`config.mk`:
```
export PLATFORM = sky130hd
export DESIGN_NAME = pc_gen
export DESIGN_NICKNAME = d
export VERILOG_FILES = /design/src/rtl/pc_gen.sv
export SDC_FILE = /design/constraint.sdc
export NUM_CORES = 1
export LEC_CHECK = 0
export ABC_AREA = 1
export CORE_MARGIN = 5
export CORE_UTILIZATION = 50
export DETAILED_ROUTE_END_ITERATION = 8
export GPL_TIMING_DRIVEN = 0
export MAX_ROUTING_LAYER = met4
export PLACE_DENSITY_LB_ADDON = 0.3
export SYNTH_ARGS = -nofsm -noshare
export SYNTH_HDL_FRONTEND = slang
export SYNTH_SLANG_ARGS = --single-unit
```
`constraint.sdc`:
```
create_clock -name clk -period 2.5 [get_ports clk]
set_clock_uncertainty 0.1 [all_clocks]
set_input_delay 0.5 -clock clk [delete_from_list [all_inputs] [get_ports clk]]
set_output_delay 0.5 -clock clk [all_outputs]
set_load 0.03 [all_outputs]
```
`src/rtl/pc_gen.sv`:
```
// Program counter generator: boot/run/halt sequencing, redirect alignment,
// and deferred redirects that are captured while halted and applied on resume.
module pc_gen #(
  parameter int                  BUSWIDTH     = 32,
  parameter logic [BUSWIDTH-1:0] CPURESETADDR = 32'h0000_0000,
  parameter int                  HOLD_WIDTH   = 3,
  parameter int                  C_EXT        = 1
) (
  input  logic                  clk,
  input  logic                  rst,
  input  logic                  jtag_reset_flag,
  input  logic                  jtag_halt_req,
  input  logic                  trap_flag,
  input  logic [BUSWIDTH-1:0]   trap_addr,
  input  logic                  jump_flag,
  input  logic [BUSWIDTH-1:0]   jump_addr,
  input  logic [HOLD_WIDTH-1:0] hold_flag,
  input  logic                  inst_compressed,
  input  logic                  fetch_ready,
  output logic [BUSWIDTH-1:0]   pc_address,
  output logic                  fetch_valid,
  output logic                  pc_misaligned,
  output logic                  halted,
  output logic                  redirect_pending
);

  // state | meaning
  // BOOT  | one idle cycle after reset, no fetch issued
  // RUN   | fetching; pc advances on handshake or redirect
  // HALT  | debug halt; pc frozen, redirects are parked in pend_addr
  typedef enum logic [1:0] {BOOT, RUN, HALT} state_t;

  // Bits that must be zero in a legal target: bit0 always, bit1 without C support.
  localparam logic [BUSWIDTH-1:0] ALIGN_MASK =
    (C_EXT == 1) ? BUSWIDTH'(1) : BUSWIDTH'(3);

  state_t              state;
  logic [BUSWIDTH-1:0] pend_addr;
  logic                redirect;
  logic                stall;
  logic [BUSWIDTH-1:0] target;
  logic [BUSWIDTH-1:0] step;
  logic                resume_load;
  logic [BUSWIDTH-1:0] resume_addr;

  assign redirect    = trap_flag | jump_flag;
  assign target      = trap_flag ? trap_addr : jump_addr;
  assign stall       = |hold_flag;
  assign step        = (C_EXT == 1 && inst_compressed) ? BUSWIDTH'(2) : BUSWIDTH'(4);
  // A redirect arriving in the resume cycle itself is newer than the parked one.
  assign resume_load = redirect | redirect_pending;
  assign resume_addr = redirect ? target : pend_addr;

  assign fetch_valid = (state == RUN) && !stall;
  assign halted      = (state == HALT);

  always_ff @(posedge clk) begin
    if (!rst || jtag_reset_flag) begin
      state            <= BOOT;
      pc_address       <= CPURESETADDR;
      pend_addr        <= '0;
      redirect_pending <= 1'b0;
      pc_misaligned    <= 1'b0;
    end else begin
      pc_misaligned <= 1'b0;
      case (state)
        BOOT: state <= RUN;
        RUN: begin
          if (redirect) begin
            pc_address    <= target & ~ALIGN_MASK;
            pc_misaligned <= |(target & ALIGN_MASK);
          end else if (fetch_valid && fetch_ready) begin
            pc_address <= pc_address + step;
          end
          if (jtag_halt_req) state <= HALT;
        end
        HALT: begin
          if (!jtag_halt_req) begin
            state            <= RUN;
            redirect_pending <= 1'b0;
            if (resume_load) begin
              pc_address    <= resume_addr & ~ALIGN_MASK;
              pc_misaligned <= |(resume_addr & ALIGN_MASK);
            end
          end else if (redirect) begin
            pend_addr        <= target;
            redirect_pending <= 1'b1;
          end
        end
        default: state <= BOOT;
      endcase
    end
  end

endmodule
```
==> flow_summary.toml <==
[power]
p_total_mw = 2.53
powerDensity_nw_per_um2 = 432
p_leak_nw = 2.18
peakVddDrop_mv = 0.255

[timing]
maxSlewViolCount = 0
rsz0062_at_grt = "true"
finalCritPeriodShare_pct = 96.0
hold_viol = 0
worstMarginPinSlew_ps = 918
timing.hold.ws_ps = 370
fmax_ghz = 0.416
finalCriticalPeriod_ps = 2400
setup_viol = 0
slew_headroom_pct = 38.6

[yosys]
synth_edf_count = 0
synth_cell_types = 38
synth_seq_area_share_pct = 30.2
syn_area_um2 = 4440
syn_area_per_cell_um2 = 6.12
synth_top_area_cell = "dfxtp_1"
synthTopCellsByArea = "dfxtp_1 30%, nand2_1 17%, a21oi_1 7.7%"
synth_seq_cells = 67
syn_nets = 808
synth.top_cell.area_share_pct = 30.2
syn_inst = 725
synth-async-reset-ratio_pct = 0
ys.flop_type = "dfxtp_1"
yosysWarnings = 0

[drt]
drt_first_pass_iters = 5
avgViaCountPerCell = 5.54
dr_wl_met2_um = 7210
antenna_left = 0
top_layer_used = "met4"
num_vias = 5287
drt-initial-drc-count = 314
wl_um = 15400
drcViolationCount = 0
post_drt_wl_per_cell_um = 16.1
met1Wirelength_um = 6610
met3_wirelength_um = 1120

[floorplanning]
ios = 111
coreArea_um2 = 8680
dieHeight_um = 104
die_area_um2 = 10900
floorplan.initialDensity_pct = 51.2
row_count = 34
fp.dieW_um = 104

[grt]
grt_pass1_wl_um = 24700
antenna_found_initial = 0
first_global_vias = 5046
grt_usage_pct = 28.4
grt_max_degree = 13
overflow = 0

[layout]
n_fill_cell = 798
diodes = 0
layout.nets = 926
drive_above_1_share_pct = 8.50
area_growth_pct = 31.7

[cts]
clock_latency_ps = 350
cts_buffer_depth = 2
cts_tree = "done"
h-tree-depth = 3
cts_sinks = 67
clk_pin_slew_ps = 80
postCtsHoldBufs = 0
cts-root-buf = "clkbuf_8"
cts_buffers = 9

[placement]
io_buffers = 107
hpwl_um = 12100
gp_congestion = 0.918

[critical_path]
critPathMaxFanout = 5
cp-end-kind = "flip-flop"
start_kind = "primary input"
cp.arrival_ps = 2570
path_class = "in -> reg"
crit_required_ps = 2670

[job]
maxCapViolCount = 0

[status]
status = "complete, no violations"

[min_path]
hold_path_class = "reg -> reg"
[final timing paths]
kind,from,endpoint,slack [ps],cells after the start
max reg2reg,state[0]$_SDFFE_PP0P_,pc_address[6]$_SDFFE_PP0P_,310,12
min reg2reg,pend_addr[1]$_SDFFE_PP0P_,pend_addr[1]$_SDFFE_PP0P_,370,2
min,pend_addr[1]$_SDFFE_PP0P_,pend_addr[1]$_SDFFE_PP0P_,370,2
max,inst_compressed,pc_address[17]$_SDFFE_PP0P_,100,10
[sequential cells by signal, summed over array words and instances, names as in the netlist]
name              count
state                 2
pc_misaligned         1
pend_addr            32
pc_address           31
redirect_pending      1
[layout make-up]
| type | count | area, um2 | share of cell area [%] |
|---|---|---|---|
| Multi-Input combinational cell | 575 | 2750 | 46.9 |
| Sequential cell | 67 | 1340 | 22.9 |
| Timing Repair Buffer | 107 | 1070 | 18.3 |
| Buffer | 40 | 221 | 3.79 |
| Inverter | 43 | 161 | 2.76 |
| Clock buffer | 10 | 138 | 2.35 |
| Tap cell | 108 | 135 | 2.31 |
| Clock inverter | 5 | 38.8 | 0.663 |
[critical path: stages]
cell and delay, ps:
clkdlybuf4s50_1 540, ha_1 190, inv_1 60, fa_2 400, nor2_4 190, nand2_1 90, nor2_1 190, xor2_1 160
nand3_1 90, a21oi_1 160
[synth_stat cells (2+ instances only)]
cell	number
nand4_1	8
buf_6	3
or2_2	8
nor2_2	6
inv_1	39
buf_4	7
nand2_1	205
ha_1	7
nor2_4	2
a31oi_1	2
buf_2	17
inv_2	4
a21oi_1	68
o211ai_1	4
o21ai_1	5
o21ai_0	63
xor2_1	6
dfxtp_1	67
clkbuf_1	12
nor2_1	89
nand3b_1	2
or2_1	21
nand3_1	64
o21bai_1	2
[power breakdown]
group | internal, mW | switching, mW
registers | 1.09 | 0.0393
logic | 0.242 | 0.318
clock network | 0.387 | 0.447
[metal layers]
layer | up-vias | GRT usage, %
li1 | 2595 | -
met5 | - | -
met3 | 44 | 5.59
met2 | 228 | 45.7
met4 | 0 | 10.4
met1 | 2420 | 35.3
[kinds of logic after synthesis]
family / count (synthesis) / synth area share [%]
AND/OR/NAND/NOR: 412 / 40.1
AO/OA/AOI/OAI: 148 / 17.4
buffers and inverters: 83 / 8.62
flip-flops: 67 / 30.2
adder cells (fa/ha/maj): 8 / 2.42
XOR/XNOR: 6 / 1.18
other: 1 / 0.0844
[cells in the final DEF (no fill, tap or decap), types with 17 or more instances in the layout]
master / instances
o21ai_0: 63
dfxtp_1: 67
nor2_1: 88
nand2_1: 205
or2_1: 21
clkdlybuf4s50_1: 105
a21oi_1: 67
nand3_1: 63
inv_1: 39
buf_2: 17
[what timing repair did]
action                                  in CTS  in global routing
setup buffers                                0                  0
endpoints found under the setup margin       7                  9
gates resized for setup                      3                  9
pin swaps                                    1                  1
endpoints found under the hold margin        0                  0
[metrics by stage]
stage | util [%] | std cells | area (um2) | TNS [ps] | setup WS (ps)
2_1_floorplan | - | 725 | 4440 | 0 | 278
3_3_place_gp | 65.1 | 940 | 5650 | -3790 | -417
3_5_place_dp | 65.1 | 940 | 5650 | -4790 | -443
4_1_cts | 67.2 | 955 | 5830 | 0 | 16.3
5_1_grt | 67.4 | 955 | 5850 | -5.96 | -5.11
6_report | 67.4 | 955 | 5850 | 0 | 98.9
(Power assumes the default switching activity.)
